`src/rtl/rfphoenix_icache_ctrl.sv`:
```
`default_nettype none
// ============================================================================
// Module   : rfphoenix_icache_ctrl
// Brief    : I-cache hit detect, victim selection and burst refill controller.
// Revision : 1.0
// ============================================================================
module rfphoenix_icache_ctrl #(
    parameter int AWID  = 32,
    parameter int LINES = 128,
    parameter int WAYS  = 4,
    parameter int BEATS = 8
) (
    input  logic                      clk,
    input  logic                      rst,
    input  logic [AWID-1:0]           ip,
    input  logic                      ip_v,
    output logic [6:0]                ndx,
    input  logic [WAYS*(AWID-7)-1:0]  tag,
    output logic                      ihit,
    output logic [1:0]                hit_way,
    output logic                      stall,
    output logic                      mreq,
    output logic [AWID-1:0]           madr,
    input  logic                      mack,
    input  logic [127:0]              mdat,
    input  logic                      merr,
    output logic                      tag_wr,
    output logic [1:0]                tag_way,
    output logic [AWID-1:0]           tag_ipo,
    output logic                      line_wr,
    output logic [BEATS*128-1:0]      line_dat,
    output logic                      ierr,
    input  logic                      inv_all
);

    localparam int TW = AWID - 7;

    typedef enum logic [2:0] {
        S_IDLE = 3'd0,
        S_REQ  = 3'd1,
        S_FILL = 3'd2,
        S_WRT  = 3'd3,
        S_WAIT = 3'd4
    } state_t;

    state_t                 state_q, state_d;
    logic [AWID-1:0]        ip_r_q;
    logic                   ipv_r_q;
    logic [WAYS-1:0]        valid_q [LINES];
    logic [1:0]             rr_q    [LINES];
    logic [2:0]             cnt_q;
    logic [BEATS*128-1:0]   line_q;
    logic [AWID-1:0]        madr_q;
    logic [1:0]             victim_q;
    logic                   stale_q;
    logic                   ierr_q;

    logic [6:0]             w_idx;
    logic [6:0]             w_fill_idx;
    logic [WAYS-1:0]        w_hitv;
    logic [1:0]             w_hit_way;
    logic [1:0]             w_victim;
    logic                   w_miss;
    logic                   w_unused;

    assign w_idx      = ip_r_q[13:7];
    assign w_fill_idx = madr_q[13:7];
    assign w_unused   = ^ip_r_q[6:0];

    // Victim prefers the lowest invalid way; round-robin only when the set is full.
    always_comb begin
        w_hitv    = '0;
        w_hit_way = 2'd0;
        w_victim  = rr_q[w_idx];
        for (int w = 0; w < WAYS; w++) begin
            w_hitv[w] = (tag[w*TW +: TW] == ip_r_q[AWID-1:7]) && valid_q[w_idx][w];
        end
        for (int w = WAYS - 1; w >= 0; w--) begin
            if (w_hitv[w]) begin
                w_hit_way = 2'(w);
            end
            if (!valid_q[w_idx][w]) begin
                w_victim = 2'(w);
            end
        end
    end

    assign w_miss = ipv_r_q && (w_hitv == '0) && (state_q == S_IDLE);

    always_comb begin
        state_d  = state_q;
        ndx      = ip[13:7];
        ihit     = 1'b0;
        hit_way  = 2'd0;
        stall    = 1'b0;
        mreq     = 1'b0;
        madr     = madr_q;
        tag_wr   = 1'b0;
        line_wr  = 1'b0;
        tag_way  = victim_q;
        tag_ipo  = madr_q;
        line_dat = line_q;
        ierr     = ierr_q;
        case (state_q)
            S_IDLE: begin
                ihit    = ipv_r_q && (w_hitv != '0);
                hit_way = ihit ? w_hit_way : 2'd0;
                stall   = w_miss;
                if (w_miss) begin
                    state_d = S_REQ;
                end
            end
            S_REQ: begin
                stall   = 1'b1;
                mreq    = 1'b1;
                state_d = S_FILL;
            end
            S_FILL: begin
                stall = 1'b1;
                mreq  = 1'b1;
                if (mack) begin
                    if (merr) begin
                        state_d = S_IDLE;
                    end else if (cnt_q == 3'(BEATS - 1)) begin
                        state_d = S_WRT;
                    end
                end
            end
            S_WRT: begin
                stall   = 1'b1;
                tag_wr  = 1'b1;
                line_wr = 1'b1;
                state_d = S_WAIT;
            end
            S_WAIT: begin
                stall   = 1'b1;
                state_d = S_IDLE;
            end
            default: begin
                state_d = S_IDLE;
            end
        endcase
    end

    always_ff @(posedge clk or negedge rst) begin
        if (!rst) begin
            state_q  <= S_IDLE;
            ip_r_q   <= '0;
            ipv_r_q  <= 1'b0;
            cnt_q    <= 3'd0;
            line_q   <= '0;
            madr_q   <= '0;
            victim_q <= 2'd0;
            stale_q  <= 1'b0;
            ierr_q   <= 1'b0;
            for (int l = 0; l < LINES; l++) begin
                valid_q[l] <= '0;
                rr_q[l]    <= 2'd0;
            end
        end else begin
            state_q <= state_d;
            ierr_q  <= (state_q == S_FILL) && mack && merr;

            if ((state_q == S_IDLE) && !w_miss) begin
                ip_r_q  <= ip;
                ipv_r_q <= ip_v;
            end

            if (w_miss) begin
                madr_q   <= {ip_r_q[AWID-1:7], 7'b0};
                victim_q <= w_victim;
                stale_q  <= 1'b0;
                cnt_q    <= 3'd0;
            end

            if ((state_q == S_FILL) && mack) begin
                if (merr) begin
                    cnt_q <= 3'd0;
                end else begin
                    line_q[{cnt_q, 7'd0} +: 128] <= mdat;
                    cnt_q <= cnt_q + 3'd1;
                end
            end

            if (state_q == S_WRT) begin
                rr_q[w_fill_idx] <= rr_q[w_fill_idx] + 2'd1;
                if (!stale_q) begin
                    valid_q[w_fill_idx][victim_q] <= 1'b1;
                end
            end

            // Placed last so a coincident invalidate overrides the WRT valid set.
            if (inv_all) begin
                for (int l = 0; l < LINES; l++) begin
                    valid_q[l] <= '0;
                end
                if ((state_q == S_REQ) || (state_q == S_FILL) || (state_q == S_WRT)) begin
                    stale_q <= 1'b1;
                end
            end
        end
    end

endmodule
`default_nettype wire
```
`config.mk`:
```
export PLATFORM = sky130hd
export DESIGN_NAME = rfphoenix_icache_ctrl
export DESIGN_NICKNAME = d
export VERILOG_FILES = /design/src/rtl/rfphoenix_icache_ctrl.sv
export SDC_FILE = /design/constraint.sdc
export NUM_CORES = 2
export LEC_CHECK = 0
export ABC_AREA = 1
export CAP_MARGIN = 10
export CORE_AREA = 2 2 539 541
export DETAILED_ROUTE_END_ITERATION = 10
export DIE_AREA = 0 0 541 543
export DONT_BUFFER_PORTS = 1
export GPL_TIMING_DRIVEN = 0
export HOLD_SLACK_MARGIN = 0.06
export PLACE_DENSITY_LB_ADDON = 0.08
export SYNTH_ARGS = -nofsm -noshare
export SYNTH_HDL_FRONTEND = slang
export SYNTH_SLANG_ARGS = --single-unit
```
`constraint.sdc`:
```
create_clock -name clk -period 2.8 [get_ports clk]
set_input_delay 0.42 -clock clk [delete_from_list [all_inputs] [get_ports clk]]
set_output_delay 0.42 -clock clk [all_outputs]
set_load 0.05 [all_outputs]
```
**Word level (Yosys, flattened, before mapping)**

Index checks and enable logic that the tools add are counted.

- Register bits after elaboration: 1860
- Word-level logic and storage cells: 362
- Output and inout port bits: 1105
- Input bits: 266

- Reductions and logical operators: 25
- Bitwise gates (word level): 4
- Muxes and demuxes: 45
- Shifts and indexed selects: 2
- Eq/ne operators: 13
- Magnitude comparators: 5
- Add/subtract/negate cells: 3

Operators by type and width:

| kind | number |
|---|---|
| 512-bit 2-to-1 mux | 3 |
| 1024-bit bitwise mux | 1 |
| 128-bit by 12-bit variable shift with 1024-bit output (first input constant) | 1 |
| 128-bit by 12-bit indexed part select with 1024-bit output | 1 |
| 512-bit OR | 1 |
| 256-bit bitwise mux | 1 |
| 25-bit == test | 4 |
| 2-bit 2-to-1 mux | 15 |
| 2-bit binary-select mux with 7-bit select | 2 |
| 4-bit binary-select mux with 7-bit select | 1 |
| 4-bit demux with 7-bit select | 1 |
| 3-bit 2-to-1 mux | 7 |
| 8-bit greater-or-equal comparator (second input constant) | 2 |
| 7-bit NOT with 8-bit output | 2 |
| 2-bit demux with 7-bit select | 1 |
| 1-bit logical AND | 12 |
| 4-bit 2-to-1 mux | 3 |
| 10-bit negator with 12-bit output | 1 |
| 3-bit one-hot mux with 4 select lines | 1 |
| 8-bit by 1-bit < comparator with 1-bit output (second input constant) | 1 |
| 1-bit 2-to-1 mux | 7 |
| 3-bit by 2-bit == test with 1-bit output (second input constant) | 2 |
| 3-bit == test (second input constant) | 2 |
| 2-bit != test (second input constant) | 3 |
| other kinds (19) | 22 |

**Logic depth before layout (Yosys ltp)**

- Depth in word-level cells: 11
- Gate-level depth with buffers: 21
- Mapped depth without buffers: 16

**Worst setup path before layout**

No wires, ideal clock.

- Path type: register to output
- From: register ip_r_q[9]
- To: output hit_way[0]
- Setup slack: -0.592 ns
- Arrival: 2.972 ns
- Cell stages (with the launch flop): 16
- Buffers on the path: 3
- Path through: dfrtp_1 > buf_2 > inv_1 > buf_2 > clkbuf_1 > nand3_1 > nand3_1 > nand3_1 > nand2_1 > nand2_1 > nand3_1 > nand3_1 > nand2_1 > nor2_4 > nor2_1 > and3_1

- Word-level cells in the longest chain between the ends: 11
- Elaborated cells on any way between the ends: 20
- Classes of those cells: eq/ne: 4; mux: 9; bitwise: 1; reduce/logical: 6

Ends and longest elaborated chain:

| item | RTL line | source |
|---|---|---|
| start: declaration | 47 | `logic [AWID-1:0] ip_r_q;` |
| start signal: assignment | 165 | `ip_r_q <= ip;` |
| 7-bit NOT with 8-bit output (implied by the code) | 76 | `w_hitv[w] = (tag[w*TW +: TW] == ip_r_q[AWID-1:7]) && valid_q[w_idx][w];` |
| 4-bit binary-select mux with 7-bit select | 76 |  |
| 4-bit 2-to-1 mux (implied by the code) (2 in a row) | 76 |  |
| 1-bit logical AND | 76 |  |
| 2-bit 2-to-1 mux (4 in a row) | 79 | `if (w_hitv[w]) begin` |
| 2-bit 2-to-1 mux * | 107 | `hit_way = ihit ? w_hit_way : 2'd0;` |
| 2-bit 2-to-1 mux * | 104 | `case (state_q)` |
| end: declaration | 20 | `output logic [1:0] hit_way,` |

Mark *: on every way between the ends. The rest lies on a longest branch, timed or not. The select of a mux whose other input is x is not followed.

**Final worst setup path**

- From: register ip_r_q[7]
- To: output hit_way[1]

Same word-level chain as after synthesis.

==> results by group <==
Synthesis
  – Leading area contributor after synthesis: dfrtp_1
  – Number of synthesized flops with an enable pin: 0
  – Share of Yosys cell area claimed by the top area cell type: 56.7%
  – Post-synth design cell area: 0.0818 mm^2
  – Yosys warns: 0
  – Number of instances in the synthesized netlist: 9895
  – Async S/R FF share, synth: 100%
  – Count of distinct cell types in the synthesized netlist: 42
  – Portion of the post-synthesis area used by sequential elements: 56.7%
  – Synthesized area per cell: 8.27 um^2
  – Primary flip-flop cell chosen by synthesis mapping: dfrtp_1
  – Cell types occupying the most area after synthesis: dfrtp_1, nand2_1, o21ai_0
  – Synthesis-stage register bit count: 1853

Floorplan
  – Number of ports placed on the die boundary: 1371
  – Standard-cell row count: 197
  – Floorplan die height: 543 um
  – Floorplan die width: 541 um
  – Die area: 0.294 mm^2
  – Starting utilization of the core area: 28.5%
  – Core area: 0.287 mm^2

Drt
  – Routed len/inst: 38.0 um
  – Vias: 80579
  – # DRC: 0
  – Routed via count divided by cell count: 5.57
  – Iteration-0 DRC count of the detailed router: 10038
  – Iteration count of the initial detailed-routing pass: 6
  – Final routed wirelength across all metal layers: 549 mm
  – Antenna-violating nets left: 0

Clock tree
  – Total number of H-tree levels: 4
  – Clock sink total: 1853
  – Clk pin slew, worst setup/hold paths: 0.07 ns
  – Library cell used as clock root buffer: clkbuf_16
  – Number of buffers on the longest clock path: 4
  – Clock network latency to the later pin of the worst-skew pair: 0.94 ns
  – CTS tree: built
  – Number of buffers added by the clock tree synthesis step: 224

Run status
  – Violated checks: negative setup slack
  – Status: finished with violations

Critical path
  – Required time at the worst-slack endpoint: 2.38 ns
  – Maximum cell stage delay along the critical path: 0.48 ns
  – Cell depth of the worst flop-to-flop path: 17
  – Slowest cell on the critical path: dfrtp_2
  – Category of the most critical setup path: reg -> out
  – Max Fanout on Critical Path: 10
  – Launching instance or port of the critical path: ip_r_q[7]
  – Data arrival time of the worst path: 4.31 ns
  – RR Startpoint: ip_r_q[7]
  – Kind of capture point of the worst setup path: output pin
  – Chain of cells forming the critical path: clkinv_4, buf_12, buf_16, buf_16, nand2_1, nand3_1, nand3_1, nand3_2, nand3_2, nand2_2, nand2_2, nand3_4, nand3_2, nand2_2, nor2_4, nor2_4, nand4_1, inv_4
  – Critical path launch point type: flip-flop

Global routing
  – Global-route total usage across every layer: 35.9%
  – Initial antenna violation count: 103
  – Total grt overflow: 0
  – Wire length of the first global-routing pass: 716 mm
  – Largest net degree at the start of global routing: 251
  – Number of global-route vias before repair: 75513

STA
  – Period utilisation layout: 169%
  – Final Hold Slack: 0.252 ns
  – Final setup skew: 0.0660 ns
  – Final setup violation count: 2205
  – Unrepaired setup endpoints after global routing: true
  – Total count of hold-check failures in the final report: 0
  – Final critical delay including setup and external delays: 4.73 ns
  – Slew at the pin with the worst max-slew slack: 1.39 ns
  – Setup ws final: -1.93 ns
  – Fmax: 0.211 GHz
  – Relative max-transition margin: 7.57%
  – Max-slew violation total from the final report: 0

Layout
  – Post-layout instance area: 0.102 mm^2
  – Register area: 0.0464 mm^2
  – Layout net count: 10711
  – Area growth, synth to finish: 24.3%
  – Area of the multi-input gates: 0.0317 mm^2
  – Share of cells above drive strength 1: 10.5%
  – Non-filler cells, final: 14465
  – Filler cell count in the final layout: 30088

Placed design
  – Routability-driven placement congestion ratio: 0.988
  – Cells after DPL: 13726
  – Placement-stage worst setup slack: -3.15 ns
  – Dpl cell area: 0.0874 mm^2
  – IO buf count: 0
  – HPWL after detailed placement: 416 mm

Min path
  – Hold Path Stages: 3
  – Tightest Hold Check Type: in -> reg
  – Startpoint of the worst hold path: ip[18]

Power
  – Static leakage: 47.5 nW
  – Worst voltage drop across the vdd grid: 0.648 mV
  – Cell area power density: 739 mW/mm^2

Run
  – Number of maximum-capacitance constraint violations: 0
[Yosys cell counts (13+ instances only)]
library cell	number
a21oi_1	625
a221oi_1	16
a22oi_1	22
buf_1	48
buf_2	153
buf_4	72
clkbuf_1	499
dfrtp_1	1853
inv_1	373
inv_2	15
nand2_1	2900
nand3_1	900
nand4_1	114
nor2_1	863
nor3_1	13
o21ai_0	1219
o21ai_1	17
o31ai_1	32
xnor2_1	42
xor2_1	47
[critical path: cells and delay by family (launching register included)]
kind / cells / cell delay (ns)
buf+inv: 5 / 0.88
simple gates: 13 / 2.00
flops: 1 / 0.48
[sequential cells by signal (all words and copies together), names as in the netlist]
| register | flops |
|---|---|
| line_dat | 1024 |
| valid_q | 512 |
| rr_q | 256 |
| ip_r_q | 25 |
| madr | 25 |
| cnt_q | 3 |
| state_q | 3 |
| tag_way | 2 |
| ierr | 1 |
| ipv_r_q | 1 |
| stale_q | 1 |
[metrics by stage]
stage / total power, mW / TNS (ns) / util (%)
after floorplan: 36.9 / -0.0340 / -
after global placement: 41.5 / -3777.74 / 30.1
after detailed placement: 42.3 / -3296.71 / 30.4
after CTS: 74.9 / -1007.06 / 34.9
after global routing: 77.1 / -1126.29 / 35.4
final: 75.1 / -758.24 / 35.4
[power by group]
group	internal (mW)	switching [mW]
Combinational	3.37	8.83
Sequential	27.7	4.84
Clock	17.5	12.8
Total	48.6	26.5
[area by class of cell]
cell class	instances	area share, %
Antenna cell	62	0.153
Buffer	759	5.22
Clock buffer	347	6.68
Clock inverter	60	0.649
Inverter	391	1.50
Multi-Input combinational cell	6889	31.2
Sequential cell	1853	45.6
Tap cell	3781	4.65
Timing Repair Buffer	323	4.35
[layout by cell type, fill, tap and decap left out, types with 69 or more instances in the layout]
cell,netlist,routed
a21oi_1,625,624
buf_4,72,128
clkbuf_1,499,440
clkbuf_16,0,247
clkbuf_8,0,79
dfrtp_1,1853,1844
dlygate4sd3_1,0,158
inv_1,373,368
nand2_1,2900,2868
nand3_1,900,822
nand3_2,8,69
nand4_1,114,114
nor2_1,863,822
o21ai_0,1219,1188
[layer usage]
| metal | vias to the layer above | global-route usage [%] | part of all wire, % |
|---|---|---|---|
| met5 | - | 0 | 0.060 |
| met4 | 28 | 22.2 | 7.3 |
| met3 | 1234 | 11.3 | 10 |
| met2 | 4684 | 55.9 | 45 |
| met1 | 41048 | 43.3 | 38 |
| li1 | 33585 | - | - |
[worst paths after layout]
kind,slack [ns],end
setup / recovery,-1.93,hit_way[1]
hold / removal,0.25,ip_r_q[18]
setup reg to reg,-1.05,tag_way[1]
hold reg to reg,0.48,rr_q[239]
max in group asynchronous,-0.70,valid_q[188]
min in group asynchronous,0.34,rr_q[250]
[cell families (layout without fill, tap and decap cells)]
group | after synthesis | count (layout) | synth area share (%)
other | 1 | 76 | 0.00458
adders and majority gates | 4 | 4 | 0.0612
xor gates and xnor gates | 89 | 89 | 0.953
buffers and inverters | 1166 | 1880 | 5.94
and+or+nand+nor | 4822 | 4822 | 24.0
AOI/OAI and AO/OA | 1960 | 1960 | 12.3
DFF | 1853 | 1853 | 56.7
[timing repair]
action,CTS,global route
pin swaps,37,28
gates cloned,25,11
hold buffers,161,1
setup buffers,57,28
setup endpoints to repair,2374,2541
gates resized for setup,769,218
hold endpoints to repair,1510,229
(Power assumes the default switching activity.)
